--- src/rtl/mem_arb_pkg.sv ---
// Shared definitions for the memory port arbiter: channel-id width helper and request op encoding.
package mem_arb_pkg;

    typedef enum logic {
        OP_READ  = 1'b0,
        OP_WRITE = 1'b1
    } op_e;

    // Width of an encoded channel id; never narrower than one bit.
    function automatic int ch_id_w(input int n);
        int w;
        w = 1;
        while ((1 << w) < n) w = w + 1;
        return w;
    endfunction

endpackage

--- src/rtl/mem_port_arbiter_rr.sv ---
// Round-robin arbiter: the first request found searching upward from ptr (wrapping) wins.
module rr_arbiter #(
    parameter int NUM_CH = 2,
    parameter int ID_W   = 1
) (
    input  logic [NUM_CH-1:0] req,
    input  logic [ID_W-1:0]   ptr,
    output logic [NUM_CH-1:0] gnt,
    output logic [ID_W-1:0]   id,
    output logic              any
);

    logic [2*NUM_CH-1:0] req2;
    logic [NUM_CH-1:0]   rot;
    logic [ID_W:0]       sum;

    // Rotate so that the pointer channel sits at bit 0; lowest set bit is the winner.
    assign req2 = {req, req};
    assign rot  = NUM_CH'(req2 >> ptr);

    always_comb begin
        sum = '0;
        any = 1'b0;
        for (int f = NUM_CH - 1; f >= 0; f--) begin
            if (rot[f]) begin
                sum = {1'b0, ptr} + (ID_W + 1)'(f);
                any = 1'b1;
            end
        end
        if (sum >= (ID_W + 1)'(NUM_CH)) sum = sum - (ID_W + 1)'(NUM_CH);
        id  = sum[ID_W-1:0];
        gnt = any ? (NUM_CH'(1) << id) : '0;
    end

endmodule

--- src/rtl/mem_port_arbiter.sv ---
// Round-robin arbiter of NUM_CH requesters onto one single-port synchronous RAM with pipelined reads.
// Optional per-channel grant counters are built when MEM_ARB_STATS_EN is defined.
module mem_port_arbiter
    import mem_arb_pkg::*;
#(
    parameter int NUM_CH  = 2,
    parameter int ADDR_W  = 12,
    parameter int DATA_W  = 32,
    parameter int MEM_LAT = 1,
    parameter int CNT_W   = 16
) (
    input  logic                     clock,
    input  logic                     reset,
    input  logic [NUM_CH-1:0]        ch_req,
    input  logic [NUM_CH-1:0]        ch_we,
    input  logic [NUM_CH*ADDR_W-1:0] ch_addr,
    input  logic [NUM_CH*DATA_W-1:0] ch_wdata,
    output logic [NUM_CH-1:0]        ch_gnt,
    output logic [NUM_CH-1:0]        ch_rvalid,
    output logic [DATA_W-1:0]        ch_rdata,
    output logic [ADDR_W-1:0]        mem_address,
    output logic [DATA_W-1:0]        mem_data,
    output logic                     mem_wren,
    input  logic [DATA_W-1:0]        mem_q,
    output logic [NUM_CH*CNT_W-1:0]  grant_cnt
);

    localparam int ID_W = ch_id_w(NUM_CH);

    typedef struct packed {
        op_e               op;
        logic [ADDR_W-1:0] addr;
        logic [DATA_W-1:0] wdata;
    } req_t;

    req_t [NUM_CH-1:0] req_a;
    req_t              sel;
    logic [NUM_CH-1:0] req_m;
    logic [ID_W-1:0]   ptr;
    logic [ID_W-1:0]   gnt_id;
    logic              gnt_any;
    logic              rd_push;

    logic [MEM_LAT:1]           vld_pipe;
    logic [MEM_LAT:1][ID_W-1:0] id_pipe;

    genvar i;
    generate
        for (i = 0; i < NUM_CH; i++) begin : g_req
            assign req_a[i] = {op_e'(ch_we[i]), ch_addr[i*ADDR_W +: ADDR_W], ch_wdata[i*DATA_W +: DATA_W]};
        end
    endgenerate

    // Requests are masked during reset so nothing reaches the RAM or the pointer.
    assign req_m = ch_req & {NUM_CH{~reset}};

    rr_arbiter #(
        .NUM_CH (NUM_CH),
        .ID_W   (ID_W)
    ) u_arb (
        .req (req_m),
        .ptr (ptr),
        .gnt (ch_gnt),
        .id  (gnt_id),
        .any (gnt_any)
    );

    assign sel         = gnt_any ? req_a[gnt_id] : '0;
    assign mem_address = sel.addr;
    assign mem_data    = sel.wdata;
    assign mem_wren    = gnt_any && (sel.op == OP_WRITE);
    assign rd_push     = gnt_any && (sel.op == OP_READ);

    always_ff @(posedge clock) begin
        if (reset) begin
            ptr <= '0;
        end else if (gnt_any) begin
            ptr <= (gnt_id == ID_W'(NUM_CH - 1)) ? '0 : gnt_id + 1'b1;
        end
    end

    // Read tags travel alongside the RAM latency; stage MEM_LAT lines up with mem_q.
    always_ff @(posedge clock) begin
        if (reset) begin
            vld_pipe <= '0;
            id_pipe  <= '0;
        end else begin
            for (int s = MEM_LAT; s > 1; s--) begin
                vld_pipe[s] <= vld_pipe[s-1];
                id_pipe[s]  <= id_pipe[s-1];
            end
            vld_pipe[1] <= rd_push;
            id_pipe[1]  <= gnt_id;
        end
    end

    assign ch_rvalid = (vld_pipe[MEM_LAT] && !reset) ? (NUM_CH'(1) << id_pipe[MEM_LAT]) : '0;
    assign ch_rdata  = (|ch_rvalid) ? mem_q : '0;

`ifdef MEM_ARB_STATS_EN
    logic [NUM_CH-1:0][CNT_W-1:0] cnt;

    always_ff @(posedge clock) begin
        for (int c = 0; c < NUM_CH; c++) begin
            if (reset) begin
                cnt[c] <= '0;
            end else if (ch_gnt[c] && (cnt[c] != '1)) begin
                cnt[c] <= cnt[c] + 1'b1;
            end
        end
    end

    assign grant_cnt = cnt;
`else
    assign grant_cnt = '0;
`endif

endmodule
--- config.mk ---
export PLATFORM = sky130hd
export DESIGN_NAME = mem_port_arbiter
export DESIGN_NICKNAME = d
export VERILOG_FILES = /design/src/rtl/mem_arb_pkg.sv /design/src/rtl/mem_port_arbiter_rr.sv /design/src/rtl/mem_port_arbiter.sv
export SDC_FILE = /design/constraint.sdc
export NUM_CORES = 1
export LEC_CHECK = 0
export ABC_AREA = 1
export CAP_MARGIN = 0
export CORE_AREA = 2 2 93 95
export CTS_BUF_LIST = sky130_fd_sc_hd__clkbuf_8
export CTS_CLUSTER_SIZE = 10
export DETAILED_ROUTE_END_ITERATION = 16
export DIE_AREA = 0 0 95 97
export PLACE_DENSITY_LB_ADDON = 0.15
export SYNTH_ARGS = -nofsm -noshare
export SYNTH_HDL_FRONTEND = slang
export SYNTH_SLANG_ARGS = --single-unit
--- constraint.sdc ---
create_clock -name clock -period 1.37 [get_ports clock]
set_input_delay 0.274 -clock clock [delete_from_list [all_inputs] [get_ports clock]]
set_output_delay 0.274 -clock clock [all_outputs]
set_load 0.03 [all_outputs]
Yosys cells after proc, flatten, opt, wreduce, memory -nomap -nowiden:

Cells that the tools add are included.

* $add $sub $neg: 3
* multipliers: 0
* divide/modulo/power cells: 0
* $lt $le $gt $ge: 2
* equality and inequality tests: 0
* shift-type cells: 3
* mux-type cells: 12
* bitwise gates (word level): 3
* reductions and logical operators: 5

Operators with widths (number)
* 2-to-1 mux 45 bit: 3
* 2-to-1 mux 32 bit: 1
* 2-to-1 mux 2 bit: 4
* 2-to-1 mux 1 bit: 4
* left shift 1 x 1 -> 2 bit, first input constant: 2
* right shift 4 x 1 -> 2 bit: 1
* logical AND 1 bit: 3
* adder 1 x 1 -> 2 bit, second input constant: 1
* AND 2 bit: 1
* >= comparator 2 bit, second input constant: 1
* less-than comparator 1 x 2 -> 1 bit, second input constant: 1
* NOT 1 bit: 2
* OR reduction 2 bit: 1
* adder 1 bit, second input constant: 1
* logical NOT 1 bit: 1
* subtractor 1 bit, second input constant: 1

* bits in registers: 3
* latch bits: 0
* bits in writable memories: 0
* memory bits (read-only): 0
* input bits: 126
* output and inout bits: 113
* word-level logic and storage cells: 31
* memories: 0

Longest topological paths before layout:

Gate-level depths: netlist (run 1).

* word-level depth: 12
* mapped depth: 7

By module:

From an unflattened synthesis (run 1), not the netlist that was laid out.

* cell total of the unflattened synthesis: 284
* area, all modules: 1432.6 µm²

By module, submodules not included
* mem_port_arbiter: times used 1, cells an instance 277, area each 1402.6 µm²
* rr_arbiter: times used 1, cells an instance 7, area each 30.0 µm²

Worst setup path after synthesis (run 1):

No wires, ideal clock.

* kind: flip-flop to output port
* start point: reg ptr
* end point: out ch_gnt[0]
* arrival time: 1.199 ns
* required time: 1.096 ns
* slack: -0.103 ns
* stages on the path, launching flop included: 7
* path buffers: 1
* cell sequence: dfxtp_1 inv_1 nand2_1 nand2_2 inv_4 buf_4 nor2_1

* cells in the longest elaborated chain, start to end: 7
* elaborated cells between the ends (all ways): 11

Ends and longest elaborated chain
* from (decl): RTL line mem_port_arbiter.sv:39 `logic [ID_W-1:0] ptr;`
* from (signal assigned): RTL line mem_port_arbiter.sv:78 `ptr <= (gnt_id == ID_W'(NUM_CH - 1)) ? '0 : gnt_id + 1'b1;`
* adder 1 x 1 -> 2 bit or right shift 4 x 1 -> 2 bit (tied branches): RTL line mem_port_arbiter_rr.sv:26, mem_port_arbiter_rr.sv:19
* 2-to-1 mux 2 bit (2 in series): RTL line mem_port_arbiter_rr.sv:25 `if (rot[f]) begin`
* >= comparator 2 bit or subtractor 1 bit (tied branches): RTL line mem_port_arbiter_rr.sv:30 `if (sum >= (ID_W + 1)'(NUM_CH)) sum = sum - (ID_W + 1)'(NUM_CH);`
* 2-to-1 mux 1 bit: RTL line mem_port_arbiter_rr.sv:30
* left shift 1 x 1 -> 2 bit: RTL line mem_port_arbiter_rr.sv:32 `gnt = any ? (NUM_CH'(1) << id) : '0;`
* 2-to-1 mux 2 bit (*): RTL line mem_port_arbiter_rr.sv:32
* to (decl): RTL line mem_port_arbiter.sv:18 `output logic [NUM_CH-1:0] ch_gnt,`

Every way passes the cells marked *; elsewhere a longest branch is shown, timed or not.

Worst setup path after layout (run 1):

* start point: reg ptr
* end point: out mem_address[5]

* cells in the longest elaborated chain, start to end: 8
* elaborated cells between the ends (all ways): 12

Ends and longest elaborated chain
* adder 1 x 1 -> 2 bit or right shift 4 x 1 -> 2 bit (tied branches): RTL line mem_port_arbiter_rr.sv:26, mem_port_arbiter_rr.sv:19
* 2-to-1 mux 2 bit (2 in series): RTL line mem_port_arbiter_rr.sv:25
* >= comparator 2 bit or subtractor 1 bit (tied branches): RTL line mem_port_arbiter_rr.sv:30
* 2-to-1 mux 1 bit: RTL line mem_port_arbiter_rr.sv:30
* 2-to-1 mux 45 bit (implied by the code) (2 in series): RTL line mem_port_arbiter.sv:68 `assign sel = gnt_any ? req_a[gnt_id] : '0;`
* 2-to-1 mux 45 bit (*): RTL line mem_port_arbiter.sv:68
* to (decl): RTL line mem_port_arbiter.sv:21 `output logic [ADDR_W-1:0] mem_address,`

Every way passes the cells marked *; elsewhere a longest branch is shown, timed or not. The select of a mux whose other input is x is not followed.

==> results of run 1 <==
[stage by stage]
step	util	hold WS, ns	area (um^2)	total power, mW	worst slack, ns
final	0.553	0.397	4500	2.00	-0.235
after global placement	0.406	0.463	3300	1.37	-0.520
after global routing	0.553	0.404	4500	2.11	-0.287
after detailed placement	0.406	0.474	3300	1.37	-0.553
after floorplan	-	0.343	1470	0.789	0.00701
after CTS	0.475	0.377	3860	1.84	-0.235
[registers in the layout (all words and copies together) (netlist names)]
register  count
id_pipe       1
ptr           1
vld_pipe      1
[cell type report]
type	count	area share
Tap cell	105	0.0292
Clock buffer	3	0.00918
Sequential cell	3	0.0145
Multi-Input combinational cell	215	0.286
Clock inverter	1	0.000834
Inverter	41	0.0364
Timing Repair Buffer	246	0.624
[worst min-delay path by stage]
stage | endpoint | slack [ns]
after floorplan | ptr | 0.34
after global placement | ptr | 0.46
after CTS | ptr | 0.38
final | ptr | 0.40
after global routing | ptr | 0.40
after detailed placement | ptr | 0.47
[power groups by stage]
stage / combinational, mW / clock [mW] / sequential [mW]
final: 1.66 / 0.243 / 0.0998
after global routing: 1.75 / 0.259 / 0.100
after CTS: 1.49 / 0.251 / 0.0985
after detailed placement: 1.27 / 0 / 0.0975
after global placement: 1.27 / 0 / 0.0972
after floorplan: 0.693 / 0 / 0.0966
[worst max-delay path, stage by stage (launching register included)]
cell     delay (ns)
dfxtp_2        0.31
inv_2          0.06
nand2_4        0.05
nand2_4        0.10
inv_6          0.05
buf_12         0.13
buf_12         0.14
nand2_2        0.08
nand2_2        0.06
buf_6          0.13
[per-layer routing]
layer  global-route usage  up-vias  part of all wire
li1                     -     1222                 -
met1                0.127     1115              0.31
met2                0.295      143              0.58
met3               0.0498       10              0.11
met4               0.0190        0             0.010
met5                    0        -                 0
[timing repair]
item,4_1_cts,5_1_grt
pin swaps,7,18
hold endpoints to repair,0,0
endpoints found under the setup margin,81,80
buffers inserted,12,2
gates cloned,6,6
resized for setup,87,127
[placed cells by master (no fill, tap or decap), types with 2 or more instances in the layout]
cell type,n
clkdlybuf4s50_1,122
buf_6,73
nand2_1,62
inv_1,38
conb_1,32
nand2_2,28
nand3_1,28
buf_4,23
nor2_4,22
nand3_2,17
nor2_2,14
buf_12,12
clkbuf_16,6
nand2_4,5
buf_16,5
nor2_1,4
clkbuf_8,3
buf_2,3
inv_6,2
inv_2,2
[kinds of logic after synthesis]
group	synth area share
simple gates	0.564
compound gates	0.00377
flops	0.0453
buf+inv	0.384
other cells	0.00283
==> key figures, run 1 <==
Hold path
  • Hold Startpoint: reset
  • Hold crit path type: input port to register
  • Hold Crit Depth: 3

Synth
  • Post-synthesis sequential area ratio: 0.0453
  • Post-Syn Area: 1330 um^2
  • Post-synthesis register bit count: 3
  • Share of the synthesized area in the top cell type: 0.269
  • Most frequent cell after synthesis: nand2_1
  • Synth cell count leaders: nand2_1 (95), nand3_1 (46), inv_1 (40)
  • Yosys top cell by area: nand2_1
  • Async set-reset flop share out of synthesis: 0
  • Netlist cell types: 13
  • Post-synth EDFFs: 0
  • Most used DFF post-synth: dfxtp_1
  • Synth Warn #: 0
  • Synth top area cells: nand2_1 (27%), buf_4 (20%), nand3_1 (17%)
  • Syn Area/Cell: 4.81 um^2
  • Mapped Cells: 276

Setup path
  • CP arrival: 1.33 ns
  • Startpoint type of the worst setup path: register
  • FF-to-FF End: vld_pipe
  • Worst Setup SP: ptr
  • Worst reg2reg path startpoint: ptr
  • CP Capture Type: output pin
  • Worst setup path endpoint: mem_address[5]
  • Crit path max fanout: 10
  • Worst r2r path cells: 9
  • R2R Setup Slk: 0.23 ns
  • Crit Path Category: register to output pin
  • WP data required: 1.10 ns

GRT
  • First-pass GRT wire length: 10.5 mm
  • Total GRT Usage: 0.141
  • Initial antenna violation count: 0
  • Vias in the first global route: 2281
  • Largest net degree at the start of global routing: 20
  • Total gr overflow: 0

Job
  • Max Cap Viol: 0

Route
  • Final ANT Viol Nets: 0
  • Wire per inst: 13.0 um
  • Vias: 2490
  • DRC: 0
  • Routed vias/inst: 4.06
  • Final WL: 7.98 mm
  • Starting DRC count in detailed routing: 34
  • Pre-antenna DRT Iters: 4

Pwr
  • Leak: 2.24 nW
  • Max VDD drop: 0.198 mV
  • Internal: 1.13 mW
  • Switching Share: 0.436
  • Comb pwr share: 0.829
  • Clock share of power: 0.121
  • Power Density: 446 nW/um^2
  • Sw Pwr: 874 uW
  • Share of total power in sequential cells: 0.050

Final layout
  • FF/Latch Area: 65.1 um^2
  • Ratio of cells with drive above 1 in the final layout: 0.434
  • Fin nets: 636
  • Multi-input gate area: 1290 um^2
  • ANT cells: 0
  • Non-filler instance count after layout: 614
  • FILL cells: 763
  • Area Growth Syn to Fin: 239%

Timing
  • Final Hold Fails: 0
  • Final period utilization: 1.17
  • Setup TNS Final: -9.73 ns
  • RSZ-0062 raised after global routing: yes
  • Setup violations, final: 49
  • Min cycle time layout: 1.61 ns
  • Final setup skew: 0.000695 ns
  • Max Clock Freq: 623 MHz
  • Final Max Slew Viols: 0
  • Setup ws final: -0.235 ns

Outcome
  • Status: finished, violations left
  • Failing checks: negative setup slack

Place
  • Routability congestion estimate: 0.718
  • Placed insts: 584
  • Buffers on Ports: 206
  • Post-DP HPWL: 5.45 mm

Floorplanning
  • Die height: 97 um
  • Die width: 95 um
  • Ports: 239
  • Starting density of the core: 0.163
  • Core Footprint: 8130 um^2
  • Die area: 9220 um^2
  • Std cell rows: 33

Clock network
  • Clk sinks: 3
  • Worst-path clk slew: 0.03 ns
  • Clk buf depth: 2
  • CTS Hold Bufs: 0
  • CTS root buf: clkbuf_8
  • CTS tree: built
  • CTS buffer count: 3
  • Clk Latency, worst-skew pair: 0.21 ns
  • CTS H-tree depth: 1
Note: power is estimated with default switching activity, not from simulation.
==> run 2: changes to the inputs <==
--- a/config.mk
+++ b/config.mk
@@ -13,6 +13,7 @@
 export DETAILED_ROUTE_END_ITERATION = 16
 export DIE_AREA = 0 0 95 97
 export PLACE_DENSITY_LB_ADDON = 0.15
+export SKIP_CTS_REPAIR_TIMING = 1
 export SYNTH_ARGS = -nofsm -noshare
 export SYNTH_HDL_FRONTEND = slang
 export SYNTH_SLANG_ARGS = --single-unit
==> key figures, run 2 (synthesis gave the netlist of run 1 again) <==
GRT
  • Initial antenna violation count: 0
  • Total GRT Usage: 0.120
  • First-pass GRT wire length: 9.02 mm
  • Vias in the first global route: 2017
  • Largest net degree at the start of global routing: 35
  • Total gr overflow: 0

Route
  • Starting DRC count in detailed routing: 35
  • Vias: 2448
  • DRC: 0
  • Final WL: 7.80 mm
  • Routed vias/inst: 4.05
  • Final ANT Viol Nets: 0
  • Pre-antenna DRT Iters: 4
  • Wire per inst: 12.9 um

Final layout
  • Ratio of cells with drive above 1 in the final layout: 0.386
  • FILL cells: 769
  • Fin nets: 627
  • Commonest non-fill, non-tap cell in the layout: clkdlybuf4s50_1
  • Design area: 4130 um^2
  • ANT cells: 0
  • Fin util: 0.508
  • Commonest non-fill, non-tap cells in the layout: clkdlybuf4s50_1 (122), buf_6 (60), nand2_1 (58)
  • Top flop regs: id_pipe (1), ptr (1), vld_pipe (1)
  • Area Growth Syn to Fin: 212%

Hold path
  • Hold crit path type: input port to register
  • Hold Startpoint: reset
  • Hold Path End: ptr
  • Hold Crit Depth: 3

Outcome
  • Status: finished, violations left
  • Failing checks: negative setup slack

Clock network
  • Clk buf depth: 2
  • Clk Latency, worst-skew pair: 0.21 ns
  • Worst-path clk slew: 0.03 ns
  • CTS tree: built
  • CTS buffer count: 3
  • CTS H-tree depth: 1
  • CTS root buf: clkbuf_8
  • Clk sinks: 3

Setup path
  • Worst r2r path cells: 7
  • CP arrival: 1.31 ns
  • FF-to-FF End: vld_pipe
  • R2R Setup Slk: 0.42 ns
  • Worst reg2reg path startpoint: ptr
  • Crit Path Category: input port to output pin
  • Crit path max fanout: 6
  • Startpoint type of the worst setup path: input port
  • CP Capture Type: output pin
  • WP data required: 1.10 ns

Timing
  • Setup TNS Final: -7.78 ns
  • Final Max Slew Viols: 0
  • Max Clock Freq: 631 MHz
  • RSZ-0062 raised after global routing: yes
  • Final period utilization: 1.16
  • Setup ws final: -0.214 ns
  • Final setup skew: 0.00227 ns
  • Final Hold Fails: 0
  • Hold slack: 0.347 ns
  • Setup violations, final: 47
  • Min cycle time layout: 1.58 ns

Pwr
  • Power Density: 461 nW/um^2
  • Final total power: 1.91 mW
  • Leak: 2.10 nW
  • Max VDD drop: 0.205 mV

Floorplanning
  • Std cell rows: 33
  • Core Footprint: 8130 um^2
  • Die area: 9220 um^2
  • Starting density of the core: 0.163
  • Die width: 95 um
  • Die height: 97 um
  • Ports: 239

Place
  • Post-DP Area: 3300 um^2
  • Post-DP HPWL: 5.45 mm
  • Routability congestion estimate: 0.718
  • Buffers on Ports: 206

Job
  • Max Cap Viol: 0
-- run 2: critical path: stages --
cell and delay, ns:
dlymetal6s2s_1 0.14, nor2_1 0.19, nor2_4 0.09, buf_12 0.15, clkbuf_16 0.16, nand3_1 0.10
nand2_2 0.07, buf_6 0.14
-- run 2: routing by layer --
layer  GRT usage  part of all wire
met1       0.106              0.32
met3      0.0444              0.11
met4      0.0167            0.0026
met2       0.252              0.57
met5           0                 0
-- run 2: final cells by class --
type	count	area (um^2)	area share
Timing Repair Buffer	237	2590	0.627
Multi-Input combinational cell	215	1130	0.273
Inverter	41	171	0.0415
Tap cell	105	131	0.0318
Sequential cell	3	65.1	0.0157
Clock buffer	3	41.3	0.00999
Clock inverter	1	3.75	0.000909
-- run 2: metrics by stage --
step / worst slack, ns / std cells
final: -0.214 / 605
after global routing: -0.269 / 605
after CTS: -0.562 / 588
after detailed placement: -0.553 / 584
after global placement: -0.520 / 584
after floorplan: 0.00701 / 307
-- run 2: worst max path at each step --
stage,from,to,slack (ns),cells after the start
after floorplan,ptr,mem_data[16],0.007,7
after detailed placement,ch_req[1],mem_data[9],-0.55,9
after CTS,ch_req[1],mem_data[15],-0.56,9
after global placement,ch_req[1],mem_data[12],-0.52,9
final,ch_req[1],mem_address[6],-0.21,8
after global routing,ptr,mem_data[14],-0.27,8
-- run 2: power by group --
group	total [mW]	switching, mW	internal, mW
Clock	0.248	0.0576	0.191
Combinational	1.56	0.778	0.779
Sequential	0.0994	0.00563	0.0938
==> run 3: changes to the inputs <==
--- a/config.mk
+++ b/config.mk
@@ -7,13 +7,14 @@
 export LEC_CHECK = 0
 export ABC_AREA = 1
 export CAP_MARGIN = 0
-export CORE_AREA = 2 2 93 95
+export CORE_AREA = 2 2 92 94
 export CTS_BUF_LIST = sky130_fd_sc_hd__clkbuf_8
 export CTS_CLUSTER_SIZE = 10
 export DETAILED_ROUTE_END_ITERATION = 16
-export DIE_AREA = 0 0 95 97
+export DIE_AREA = 0 0 94 96
 export PLACE_DENSITY_LB_ADDON = 0.15
 export SKIP_CTS_REPAIR_TIMING = 1
 export SYNTH_ARGS = -nofsm -noshare
 export SYNTH_HDL_FRONTEND = slang
+export SYNTH_HIERARCHICAL = 1
 export SYNTH_SLANG_ARGS = --single-unit
==> key figures, run 3 <==
Outcome
  • Status: finished, violations left
  • Failing checks: negative setup slack

Setup path
  • Slowest stage delay, CP: 0.32 ns
  • WP data required: 1.10 ns
  • Crit Path Category: register to output pin
  • Startpoint type of the worst setup path: register
  • CP Capture Type: output pin
  • R2R Setup Slk: 0.17 ns
  • CP arrival: 1.54 ns
  • Slowest cell on crit path: dfxtp_2
  • Crit path max fanout: 6
  • Crit-path cells: inv_2, a21oi_4, buf_8, clkbuf_16, o21ai_2, nor2_4, buf_6

Floorplanning
  • Ports: 239
  • Starting density of the core: 0.178
  • Die area: 9020 um^2
  • Die height: 96 um
  • Die width: 94 um
  • Core Footprint: 8050 um^2
  • Std cell rows: 33

Timing
  • Max Clock Freq: 550 MHz
  • Final Hold Fails: 0
  • RSZ-0062 raised after global routing: yes
  • Final setup skew: 0.00211 ns
  • Final Max Slew Viols: 0
  • Setup violations, final: 45
  • Setup ws final: -0.448 ns
  • Final period utilization: 1.33
  • Min cycle time layout: 1.82 ns

Clock network
  • Clk Latency, worst-skew pair: 0.22 ns
  • CTS buffer count: 3
  • Clk buf depth: 2
  • CTS root buf: clkbuf_8
  • Worst-path clk slew: 0.03 ns
  • CTS tree: built
  • CTS H-tree depth: 1
  • Clk sinks: 3

Final layout
  • Ratio of cells with drive above 1 in the final layout: 0.506
  • Commonest non-fill, non-tap cell in the layout: clkdlybuf4s50_1
  • ANT cells: 0
  • Non-filler instance count after layout: 611
  • Fin nets: 633
  • Commonest non-fill, non-tap cells in the layout: clkdlybuf4s50_1 (122), nor2_4 (87), buf_4 (52)
  • Area Growth Syn to Fin: 228%
  • Design area: 4700 um^2
  • Top flop regs: id_pipe (1), ptr (1), vld_pipe (1)
  • FILL cells: 723

Pwr
  • Leak: 2.03 nW
  • Max VDD drop: 0.410 mV
  • Final total power: 2.13 mW
  • Power Density: 454 nW/um^2

Synth
  • Post-synthesis adder-cell area fraction: 0
  • Largest family of logic cells by synthesized area: simple AND/OR/NAND/NOR gates
  • Mapped Cells: 284
  • Post-synth EDFFs: 0
  • Synth Warn #: 6
  • Compound-Gate Fraction of Synth Area: 0.164
  • Netlist cell types: 16
  • Post-synthesis mux area share: 0
  • Most frequent cell after synthesis: nor2_1
  • Post-synthesis register bit count: 3
  • Syn Area/Cell: 5.04 um^2
  • Share of the synthesized area in the top cell type: 0.262
  • Yosys top cell by area: nor2_1
  • Async set-reset flop share out of synthesis: 0
  • Post-synthesis sequential area ratio: 0.0419
  • Synth top area cells: nor2_1 (26%), buf_4 (17%), o21ai_0 (14%)
  • Post-Syn Area: 1430 um^2
  • Synth cell count leaders: nor2_1 (100), inv_1 (42), o21ai_0 (41)
  • XOR/XNOR Fraction of Synth Area: 0
  • Synth Area in Simple Gates: 0.417
  • Most used DFF post-synth: dfxtp_1

Job
  • Max Cap Viol: 0

Place
  • Post-DP HPWL: 5.82 mm
  • Post-DP Area: 3970 um^2
  • Routability congestion estimate: 0.761
  • Buffers on Ports: 206
  • Placed insts: 598

GRT
  • Initial antenna violation count: 0
  • Total GRT Usage: 0.131
  • Vias in the first global route: 2151
  • Largest net degree at the start of global routing: 35
  • Total gr overflow: 0
  • First-pass GRT wire length: 9.68 mm

Route
  • DRC: 0
  • Starting DRC count in detailed routing: 16
  • Routed vias/inst: 4.03
  • Vias: 2461
  • Wire per inst: 12.7 um
  • Pre-antenna DRT Iters: 2
  • Final WL: 7.78 mm
  • Final ANT Viol Nets: 0

Hold path
  • Hold crit path type: input port to register
-- run 3: cell count changes after synthesis, sizes merged --
| cell | previous run | this run |
|---|---|---|
| nand2 | 96 | 11 |
| nor2 | 40 | 129 |
| a21oi | 1 | 3 |
| clkbuf | 0 | 5 |
| buf | 48 | 45 |
| inv | 41 | 43 |
| nand3 | 46 | 0 |
| o21ai | 0 | 44 |
-- run 3: area by class of cell --
cell class	instances	area, um^2	area share
Tap cell	105	131	0.0280
Clock buffer	3	41.3	0.00879
Multi-Input combinational cell	219	1800	0.384
Sequential cell	3	65.1	0.0139
Clock inverter	1	3.75	0.000799
Timing Repair Buffer	237	2470	0.526
Inverter	43	181	0.0386
-- run 3: through the flow --
stage	TNS (ns)	setup slack, ns	util	hold slack [ns]
5_1_grt	-20.81	-0.507	0.583	0.354
4_1_cts	-55.02	-0.883	0.498	0.600
2_1_floorplan	-4.25	-0.129	-	0.346
3_3_place_gp	-53.81	-0.841	0.493	0.573
3_5_place_dp	-55.43	-0.878	0.493	0.593
6_report	-17.51	-0.448	0.583	0.353
-- run 3: metal layers --
metal,share of wire,track usage
met5,0,0
met4,0.0037,0.0157
met3,0.080,0.0368
met2,0.56,0.276
met1,0.35,0.129
-- run 3: report_power, final --
part | switching [mW] | internal, mW
Combinational | 0.940 | 0.836
Sequential | 0.00472 | 0.0933
Clock | 0.0666 | 0.191
Total | 1.01 | 1.12
-- run 3: kinds of logic (layout without fill, tap and decap cells) --
logic type,after synthesis,in the layout
AO/OA/AOI/OAI,47,47
buffers and inverters,93,284
flip-flops,3,3
other,1,32
AND/OR/NAND/NOR,140,140
-- run 3: critical path: cells and delay by family (launching register included) --
kind	cells	cell delay (ns)
buffers and inverters	4	0.55
AOI/OAI and AO/OA	2	0.35
DFF	1	0.32
and+or+nand+nor	1	0.09
-- run 3: worst paths after layout --
kind | from | cells after the start | endpoint
min reg2reg | ptr | 3 | ptr
max | ptr | 7 | mem_data[19]
max reg2reg | ptr | 7 | vld_pipe
min | reset | 3 | id_pipe
